===== config.mk =====
export PLATFORM = sky130hd
export DESIGN_NAME = seq_restoring_divider
export DESIGN_NICKNAME = d
export VERILOG_FILES = /design/src/rtl/seq_restoring_divider.sv
export SDC_FILE = /design/constraint.sdc
export NUM_CORES = 1
export LEC_CHECK = 0
export ABC_AREA = 1
export ABC_CLOCK_PERIOD_IN_PS = 1780
export CAP_MARGIN = 20
export CORE_MARGIN = 2
export CORE_UTILIZATION = 50
export CTS_CLUSTER_SIZE = 20
export DETAILED_ROUTE_END_ITERATION = 8
export PLACE_DENSITY = 0.77
export SYNTH_ARGS = -nofsm -noshare
export SYNTH_HDL_FRONTEND = slang
export SYNTH_SLANG_ARGS = --single-unit

===== constraint.sdc =====
create_clock -name clk -period 1.78 [get_ports clk]
set_input_delay 0.356 -clock clk [delete_from_list [all_inputs] [get_ports clk]]
set_output_delay 0.356 -clock clk [all_outputs]
set_load 0.005 [all_outputs]

===== src/rtl/seq_restoring_divider.sv =====
// Sequential restoring divider.
// Unsigned WIDTH-bit division producing one quotient bit per clock.
// A division by zero completes on the accepting edge with
// quotient = all ones and remainder = dividend.
// A normal division takes exactly WIDTH cycles in RUN, then holds its
// result in DONE until the next accepted start.

module seq_restoring_divider #(
    parameter int WIDTH = 4
) (
    input  logic             clk,
    input  logic             rst_n,
    input  logic             start,
    input  logic [WIDTH-1:0] dividend,
    input  logic [WIDTH-1:0] divisor,
    output logic             busy,
    output logic             done,
    output logic [WIDTH-1:0] quotient,
    output logic [WIDTH-1:0] remainder,
    output logic             div_zero
);

    // The counter must hold values up to WIDTH without wrapping.
    localparam int CW = $clog2(WIDTH + 1);

    typedef enum logic [1:0] {
        S_IDLE,
        S_RUN,
        S_DONE
    } state_t;

    state_t           r_state;
    logic             r_busy;
    logic             r_done;
    logic             r_div_zero;
    logic [WIDTH:0]   r_rem;      // partial remainder, one guard bit
    logic [WIDTH-1:0] r_quo;      // dividend shifts out, quotient shifts in
    logic [WIDTH-1:0] r_divisor;
    logic [CW-1:0]    r_count;

    logic [WIDTH+1:0] w_shift;
    logic [WIDTH+1:0] w_trial;
    logic             w_trial_neg;
    logic [WIDTH:0]   w_rem_next;
    logic [WIDTH-1:0] w_quo_next;
    logic             w_accept;
    logic             w_last;

    // Restoring step: shift {R,Q} left, trial-subtract the divisor,
    // keep the difference only if it did not go negative.
    always_comb begin
        // NOTE: every combinational output gets a default first, so no
        // path through the block can leave a latch behind.
        w_shift     = '0;
        w_trial     = '0;
        w_trial_neg = 1'b0;
        w_rem_next  = '0;
        w_quo_next  = '0;

        w_shift     = {r_rem, r_quo[WIDTH-1]};
        w_trial     = w_shift - {2'b00, r_divisor};
        w_trial_neg = w_trial[WIDTH+1];
        w_rem_next  = w_trial_neg ? w_shift[WIDTH:0] : w_trial[WIDTH:0];
        w_quo_next  = {r_quo[WIDTH-2:0], ~w_trial_neg};
    end

    // Start is only honoured outside RUN; the last RUN step is at count WIDTH-1.
    always_comb begin
        w_accept = start && (r_state != S_RUN);
        w_last   = (r_count == CW'(WIDTH - 1));
    end

    // Control FSM with datapath registers and registered status outputs.
    always_ff @(posedge clk or negedge rst_n) begin
        if (!rst_n) begin
            // NOTE: every register here is cleared by reset, including the
            // datapath, because the outputs must read zero during reset.
            r_state    <= S_IDLE;
            r_busy     <= 1'b0;
            r_done     <= 1'b0;
            r_div_zero <= 1'b0;
            r_rem      <= '0;
            r_quo      <= '0;
            r_divisor  <= '0;
            r_count    <= '0;
        end else begin
            // NOTE: state registers use non-blocking assignment so that every
            // right-hand side reads the value from before this edge.
            unique case (r_state)
                S_IDLE, S_DONE: begin
                    if (w_accept) begin
                        r_divisor <= divisor;
                        r_count   <= '0;
                        if (divisor == '0) begin
                            // Divide by zero resolves immediately, busy stays low.
                            r_state    <= S_DONE;
                            r_busy     <= 1'b0;
                            r_done     <= 1'b1;
                            r_div_zero <= 1'b1;
                            r_quo      <= '1;
                            r_rem      <= {1'b0, dividend};
                        end else begin
                            r_state    <= S_RUN;
                            r_busy     <= 1'b1;
                            r_done     <= 1'b0;
                            r_div_zero <= 1'b0;
                            r_quo      <= dividend;
                            r_rem      <= '0;
                        end
                    end
                end

                S_RUN: begin
                    r_rem   <= w_rem_next;
                    r_quo   <= w_quo_next;
                    r_count <= r_count + 1'b1;
                    if (w_last) begin
                        r_state <= S_DONE;
                        r_busy  <= 1'b0;
                        r_done  <= 1'b1;
                    end
                end

                default: begin
                    r_state <= S_IDLE;
                    r_busy  <= 1'b0;
                    r_done  <= 1'b0;
                end
            endcase
        end
    end

    assign busy      = r_busy;
    assign done      = r_done;
    assign div_zero  = r_div_zero;
    assign quotient  = r_quo;
    assign remainder = r_rem[WIDTH-1:0];

endmodule


# Word level (Yosys, flattened, before mapping)
# Cells that the tools add are included.
# word_totals
reg_bits	21
latchBits	0
ramBits	0
rom_bits	0
output_inout_bits	11
wordCells	46
n_memories	0
# op_classes
add_sub_neg	2
n_mul	0
n_div	0
magnitude_cmp	0
eq_ne	6
n_shift	0
mux	21
bitwise_logic	1
n_reduce_logical	8
# ops
op	n
$mux 4	3
$mux 5	2
$pmux 5 s2	1
$pmux 4 s2	1
$mux 1	6
$mux 2	3
$pmux 3 s2	1
$reduce_and 2->1	3
$sub 6x4->6	1
$logic_not 4->1	1
$ne 2x2->1 const B	2
$pmux 1 s2	2
$pmux 2 s2	1
$add 3x1->3 const B	1
$eq 3x2->1 const B	1
$mux 3	1
$eq 2x1->1 const B	1
$eq 2x2->1 const B	1
$logic_not 2->1	1
$ne 2x1->1 const B	1
$reduce_bool 2->1	1
$reduce_or 2->1	1
$logic_and 1x1->1	1
$not 1->1	1

# Longest topological paths before layout
# Gate-level depths: netlist (run 1).
# logic_depth
depth_word	4
depth_mapped	11
ltp_nobuf	11

# Worst setup path after synthesis (run 1)
# OpenSTA, ideal clock, no wires.
# synth_path
kind	register -> register
from	register r_quo[3] (netlist: quotient[3])
to	register r_rem[4]
setup_time_ns	0.127
arrival_time_ns	1.513
required_time_ns	1.653
setup_slack_ns	0.140
path_stages_with_launch	12
synth_period_minus_slack_ns	1.640
cell_sequence	dfrtp_1 > inv_1 > ha_1 > inv_1 > fa_1 > nand3_1 > nand2_1 > xnor2_1 > nand3_1 > nand2_1 > nand2_1 > o21ai_0
# synth_between
elab_chain_cells	3
# synth_lines
element	line	source
start: declaration	37	logic [WIDTH-1:0] r_quo;
start signal: assignment	107	r_quo <= dividend;
start signal: assignment	115	r_quo <= w_quo_next;
$sub 6x4->6	61	w_trial = w_shift - {2'b00, r_divisor};
$mux 5	63	w_rem_next = w_trial_neg ? w_shift[WIDTH:0] : w_trial[WIDTH:0];
$pmux 5 s2	89	unique case (r_state)
end signal: assignment	101	r_rem <= {1'b0, dividend};
end signal: assignment	114	r_rem <= w_rem_next;
end: declaration	36	logic [WIDTH:0] r_rem;
# No other way between the ends.
# A chain may end at the register's enable or synchronous reset.

# Final worst setup path (run 1)
# layout_path
from	register r_rem[2]
to	output port remainder[2]
# layout_lines
element	line	source
end: declaration	19	output logic [WIDTH-1:0] remainder,
# No word-level cell between the ends.

==> results of run 1 <==
==> timing repair <==
| action | 4_1_cts | 5_1_grt |
|---|---|---|
| buffers inserted | 0 | 7 |
| endpoints found under the setup margin | 1 | 6 |
| resized for setup | 1 | 17 |
| pin swaps | 0 | 10 |
| endpoints found under the hold margin | 0 | 0 |
==> kinds of logic (layout without fill, tap and decap cells) <==
logic type | after synthesis | count (layout) | share of synthesized area, %
muxes | 1 | 1 | 0.980
adders and majority gates | 7 | 7 | 8.28
buffers and inverters | 30 | 61 | 11.3
and+or+nand+nor | 58 | 58 | 23.4
DFF | 19 | 19 | 41.4
xor gates and xnor gates | 2 | 2 | 1.53
AOI/OAI and AO/OA | 27 | 27 | 13.1
==> power breakdown <==
group          total (mW)  switching (mW)  internal [mW]
Clock               0.227           0.140         0.0874
Sequential          0.828           0.181          0.647
Combinational        2.28            1.18           1.10
==> synth_stat cells (all sizes together) <==
| master | number |
|---|---|
| dfrtp | 19 |
| ha | 6 |
| nand3 | 17 |
| a21oi | 10 |
| or2 | 1 |
| o221ai | 1 |
| mux2 | 1 |
| inv | 23 |
| o22ai | 2 |
| buf | 6 |
| a32oi | 1 |
| clkbuf | 1 |
| a22o | 1 |
| o21ai | 11 |
| nand2 | 22 |
| xnor2 | 2 |
| nand4 | 3 |
| nor2 | 12 |
| fa | 1 |
| nand3b | 2 |
| a31oi | 1 |
| nor4 | 1 |
==> stage by stage <==
| step | setup slack [ps] | setup TNS (ps) | total power [mW] |
|---|---|---|---|
| global placement | 105 | 0 | 2.60 |
| detailed placement | 6.00 | 0 | 2.67 |
| CTS | 9.85 | 0 | 2.91 |
| global route | -60.6 | -133 | 3.65 |
| finish | 63.9 | 0 | 3.34 |
| floorplan | 140 | 0 | 2.09 |
==> area by class of cell <==
class	count	area, sq um	area share, %
repair buffers	34	308	19.9
well taps	28	35.0	2.27
clock buffers	4	26.3	1.70
multi-input cells	95	611	39.5
inverters	23	88.8	5.74
flip-flops and latches	19	478	30.9
==> state kept, by name, indices dropped and copies added (netlist names) <==
name / cells
div_zero: 1
busy: 1
r_rem: 5
r_count: 3
r_divisor: 4
quotient: 4
done: 1
==> worst paths after layout <==
path | startpoint | end | slack [ps] | cells past startpoint
min in group clk | r_count[0]$_DFFE_PN0P_ | r_count[0]$_DFFE_PN0P_ | 490 | 1
min | rst_n | r_rem[4]$_DFFE_PN0P_ | 380 | 2
max reg2reg | quotient[3]$_DFFE_PN0P_ | r_rem[4]$_DFFE_PN0P_ | 70 | 11
max | r_rem[2]$_DFFE_PN0P_ | remainder[2] | 60 | 2
min reg2reg | r_count[0]$_DFFE_PN0P_ | r_count[0]$_DFFE_PN0P_ | 490 | 1
max in group asynchronous | rst_n | r_rem[0]$_DFFE_PN0P_ | 1180 | 2
==> layer usage <==
layer  track usage [%]  share of wire [%]
met1              28.8                 42
met2              37.8                 50
met3              3.74                5.9
met4              10.5                1.7
met5                 0                  0
==> results.md, run 1 <==
* Average wire per standard cell at 14.2 um
* Minimum clock period after layout at 1720 ps
* Overall die height at 51.9 um
* Post-Syn Area per Cell at 7.98 sq um
* Largest incremental delay on the critical path at 490 ps
* Net count, final at 194
* Residual DRC at 0
* Core ar. at 0.00219 sq mm
* Area growth, synth to finish at 34.6%
* Total setup violations reported at the end of the flow at 0
* Required @ worst endpoint at 1420 ps
* Endpoint class of the critical path: output pin
* DR pass1 iterations at 4
* Tightest Pin Transition at 317 ps
* Global placer's final weighted congestion at 0.916
* Peak fanout along the critical path at 3
* Synth top area cells: sky130_fd_sc_hd__dfrtp_1, sky130_fd_sc_hd__nand3_1, sky130_fd_sc_hd__inv_1
* Final hold slack at 379 ps
* DIE WIDTH at 51.9 um
* Antenna Nets Post-Route at 0
* Final clock period utilization by the worst path at 96.4%
* Longest Clk Path Bufs at 2
* Number of cells in the finished layout apart from fillers at 203
* Maximum operating frequency at 583 MHz
* Total CTS buffers at 3
* Number of different library cells in the post-synthesis netlist at 27
* Count of standard-cell rows at 17
* Kind of start point of the critical path: flip-flop
* Ratio of cells with drive above 1 in the final layout at 20.6%
* Effective utilization at floorplan at 52.4%
* IO Count at 22
* Worst clock skew at 1.57 ps
* Vias per std cell at 5.56
* Final core area utilization at 70.6%
* Sink count of the clock tree at 19
* First-pass GRT wire length at 4.53 mm
* Final Hold Violating Endpoints at 0
* Synthesized Nets at 162
* Max Slew Vio Count at 0
* Peak supply drop at 0.00131 V
* Fillers at 169
* Number of cells produced by synthesis at 144
* Total global routing overflow at 0
* Cell-by-cell trace of the critical path: buf_4 > clkdlybuf4s50_1
* Post-detailed-placement cell area at 0.00140 sq mm
* Top-area cell type share of the netlist area at 41.4%
* Worst endpoint data arrival time at 1360 ps
* Pwr Density at 2160 mW/mm^2
* Total Die Area at 0.00270 sq mm
* Final wirelength at 2.89 mm
* Crit path kind: flip-flop to output pin
* Result of the run: complete, no violations
* Buffers & Inverters on Critical Path at 2
* Number of antenna violations at the first check in global routing at 0
* Slowest cell on the critical path: sky130_fd_sc_hd__clkdlybuf4s50_1
* Maximum number of pins on one net before global-route repair at 20
* Netlist Area Pre-Place at 0.00115 sq mm
* Final HPWL DP at 2.02 mm
* Design Area, Final at 0.00155 sq mm
* Antenna Diode Count at 0
* Total number of yosys warnings at 0
* Count of hold-fix buffers inserted at cts at 0
* Cell Count Post-Placement at 192
* Library cell used as clock root buffer: sky130_fd_sc_hd__clkbuf_4
* Number of input and output port buffers inserted at 21
* Global Route Usage Sum at 22.8%
* Maximum level of the CTS H-tree at 1
* Sequential area share after synthesis at 41.4%
* Static leakage at 0.728 nW
* Slew headroom at 78.8%
* Total of flip-flops plus latches after synthesis at 19
* Commonest cells after routing, fill and taps aside: sky130_fd_sc_hd__clkdlybuf4s50_1, sky130_fd_sc_hd__inv_1, sky130_fd_sc_hd__nand2_1, sky130_fd_sc_hd__dfrtp_1, sky130_fd_sc_hd__nand3_1
* Number of violations reported at the end of detailed-routing iteration 0 at 26
* Clock slew at reported path FFs at 110 ps
* Most common library cell in the layout ignoring fill and taps: sky130_fd_sc_hd__clkdlybuf4s50_1
* CTS tree: done
* Crit-path leading delay family: buffers and inverters
* Biggest area consumer among synthesized cells: sky130_fd_sc_hd__dfrtp_1
* Clock latency reported for the late side of the worst-skew pair at 300 ps
* Hold crit path type: input port to asynchronous set/reset pin
* Via count at 1129
* Max Cap Viol at 0
* Vias in the first global route at 1087
Power figures use the tool's default switching activity.
==> run 2, diff against run 1 <==
- CORE_MARGIN: 2 -> 5
==> run 2 against run 1 <==
Net effect: routed wire length is 4.7% lower; critical path depth up 9; worst hold slack lost 13 ps; die area rose by 24%; cell count shrank 0.99%; largest cell class unchanged.
==> results.md, run 2 (synthesized netlist as in run 1, its figures left out) <==
* Setup repair after global routing missed its margin: yes
* Vias per std cell at 5.39 (was 5.56)
* End of the worst register-to-register path: r_rem[4]$_DFFE_PN0P_ (unchanged)
* Final core area utilization at 68.8% (was 70.6%)
* Library cell used as clock root buffer: sky130_fd_sc_hd__clkbuf_4 (unchanged)
* Total Die Area at 0.00336 sq mm (was 0.00270 sq mm)
* Crit path kind: flip-flop to flip-flop (was flip-flop to output pin)
* Flip-flop count of the largest register after layout at 5 (unchanged)
* Number of cells in the finished layout apart from fillers at 201 (was 203)
* Maximum operating frequency at 580 MHz (was 583 MHz)
* Sequential cell area at 478 sq um (unchanged)
* CTS tree: done (unchanged)
* IO Count at 22 (unchanged)
* Total global routing overflow at 0 (unchanged)
* Vias in the first global route at 1043 (was 1087)
* Area growth, synth to finish at 32.6% (was 34.6%)
* DIE WIDTH at 57.9 um (was 51.9 um)
* Final wirelength at 2.76 mm (was 2.89 mm)
* Number of antenna violations at the first check in global routing at 0 (unchanged)
* Global Route Usage Sum at 16.3% (was 22.8%)
* Peak fanout along the critical path at 2 (was 3)
* Global placer's final weighted congestion at 0.828 (was 0.916)
* Cell-by-cell trace of the critical path: inv_2 > ha_4 > inv_4 > fa_2 > nand3_2 > nand2_1 > xnor2_1 > nand3_1 > nand2_1 > nand2_1 > o21ai_1 (was buf_4 > clkdlybuf4s50_1)
* Multi-input gate area in the final layout at 601 sq um (was 611 sq um)
* Pwr Density at 2100 mW/mm^2 (was 2160 mW/mm^2)
* Largest incremental delay on the critical path at 410 ps (was 490 ps)
* Result of the run: complete, no violations (unchanged)
* Kind of start point of the critical path: flip-flop (unchanged)
* Count of standard-cell rows at 17 (unchanged)
* Hold crit path type: input port to asynchronous set/reset pin (unchanged)
* Worst endpoint data arrival time at 1960 ps (was 1360 ps)
* Slew headroom at 80.2% (was 78.8%)
* Final Hold Violating Endpoints at 0 (unchanged)
* Clock slew at reported path FFs at 120 ps (was 110 ps)
* Maximum level of the CTS H-tree at 1 (unchanged)
* Most frequent cell on the critical path: sky130_fd_sc_hd__nand2_1
* Number of violations reported at the end of detailed-routing iteration 0 at 31 (was 26)
* Ratio of cells with drive above 1 in the final layout at 19.1% (was 20.6%)
* Effective utilization at floorplan at 51.9% (was 52.4%)
* Fillers at 186 (was 169)
* Clock latency reported for the late side of the worst-skew pair at 310 ps (was 300 ps)
* Static leakage at 0.717 nW (was 0.728 nW)
* Longest Clk Path Bufs at 2 (unchanged)
* Net count, final at 192 (was 194)
* Commonest cells after routing, fill and taps aside: sky130_fd_sc_hd__clkdlybuf4s50_1, sky130_fd_sc_hd__inv_1, sky130_fd_sc_hd__nand2_1, sky130_fd_sc_hd__dfrtp_1, sky130_fd_sc_hd__nand3_1 (unchanged)
* DR pass1 iterations at 4 (unchanged)
* Final clock period utilization by the worst path at 96.9% (was 96.4%)
* Endpoint class of the critical path: flip-flop (was output pin)
* Max Cap Viol at 0 (unchanged)
* Max Slew Vio Count at 0 (unchanged)
* Top register by number of flip-flops: r_rem (unchanged)
* Most common library cell in the layout ignoring fill and taps: sky130_fd_sc_hd__clkdlybuf4s50_1 (unchanged)
* Peak supply drop at 0.00139 V (was 0.00131 V)
* Number of input and output port buffers inserted at 21 (unchanged)
* Worst clock skew at 5.32 ps (was 1.57 ps)
* Residual DRC at 0 (unchanged)
* Count of hold-fix buffers inserted at cts at 0 (unchanged)
* Length in cells of the worst reg-to-reg path at 11 (unchanged)
* Antenna Diode Count at 0 (unchanged)
* Core ar. at 0.00221 sq mm (was 0.00219 sq mm)
* Overall die height at 57.9 um (was 51.9 um)
* Antenna Nets Post-Route at 0 (unchanged)
* Setup slack on the worst flop-to-flop path at 50 ps (was 70 ps)
* Tightest Pin Transition at 295 ps (was 317 ps)
* Minimum clock period after layout at 1730 ps (was 1720 ps)
* First-pass GRT wire length at 4.26 mm (was 4.53 mm)
* Required @ worst endpoint at 2020 ps (was 1420 ps)
* Cell Count Post-Placement at 192 (unchanged)
* Total CTS buffers at 3 (unchanged)
* Sink count of the clock tree at 19 (unchanged)
* Worst flop-to-flop path startpoint: quotient[3]$_DFFE_PN0P_ (unchanged)
* Average wire per standard cell at 13.7 um (was 14.2 um)
* Total setup violations reported at the end of the flow at 0 (unchanged)
* Via count at 1083 (was 1129)
* Final HPWL DP at 2.05 mm (was 2.02 mm)
* Slowest cell on the critical path: sky130_fd_sc_hd__dfrtp_1 (was sky130_fd_sc_hd__clkdlybuf4s50_1)
* Maximum number of pins on one net before global-route repair at 20 (unchanged)
## run 2: worst max-delay path: cells and delay by family (launching register included)
kind                       cells  cell delay (ps)
AOI/OAI and AO/OA              1               70
xor gates and xnor gates       1              170
adders and majority gates      2              520
buffers and inverters          2              120
DFF                            1              410
and+or+nand+nor                5              370
## run 2: cell type report
cell class	count	share of cell area, %
Clock buffer	3	1.48
Clock inverter	1	0.329
Inverter	23	5.83
Multi-Input combinational cell	95	39.4
Sequential cell	19	31.4
Tap cell	28	2.30
Timing Repair Buffer	32	19.2
## run 2: repair_timing
item,in CTS,in global routing
endpoints found under the setup margin,0,7
resized for setup,0,16
buffers inserted,0,5
## run 2: through the flow
step	setup TNS [ps]	area, sq um	setup slack [ps]	power, mW	hold WS (ps)
floorplan	0	1150	140	2.09	60.4
global placement	0	1400	101	2.60	461
detailed placement	0	1400	22.6	2.67	470
CTS	0	1420	1.02	2.91	367
global route	-82.8	1520	-70.3	3.49	380
finish	0	1520	54.9	3.20	366
## run 2: routing by layer
metal	up-vias	GRT usage (%)	share of wire (%)	wire length (um)
li1	532	-	-	-
met1	503	18.7	44	1220
met2	41	28.5	49	1350
met3	7	3.34	5.1	140
met4	0	7.95	1.9	52
met5	-	0	0	0
## run 2: power by group
group	leakage (nW)	switching [mW]	internal [mW]	total [mW]
Combinational	0.471	1.11	1.03	2.14
Clock	0.0177	0.145	0.0840	0.229
Sequential	0.228	0.190	0.647	0.837
## run 2: worst max path at each step
stage / startpoint / end / slack, ps
6_report: quotient[3]$_DFFE_PN0P_ / r_rem[4]$_DFFE_PN0P_ / 50
5_1_grt: quotient[3]$_DFFE_PN0P_ / r_rem[4]$_DFFE_PN0P_ / -70
4_1_cts: quotient[3]$_DFFE_PN0P_ / r_rem[4]$_DFFE_PN0P_ / 1
3_5_place_dp: quotient[3]$_DFFE_PN0P_ / r_rem[4]$_DFFE_PN0P_ / 20
3_3_place_gp: quotient[3]$_DFFE_PN0P_ / r_rem[4]$_DFFE_PN0P_ / 100
2_1_floorplan: quotient[3]$_DFFE_PN0P_ / r_rem[4]$_DFFE_PN0P_ / 140
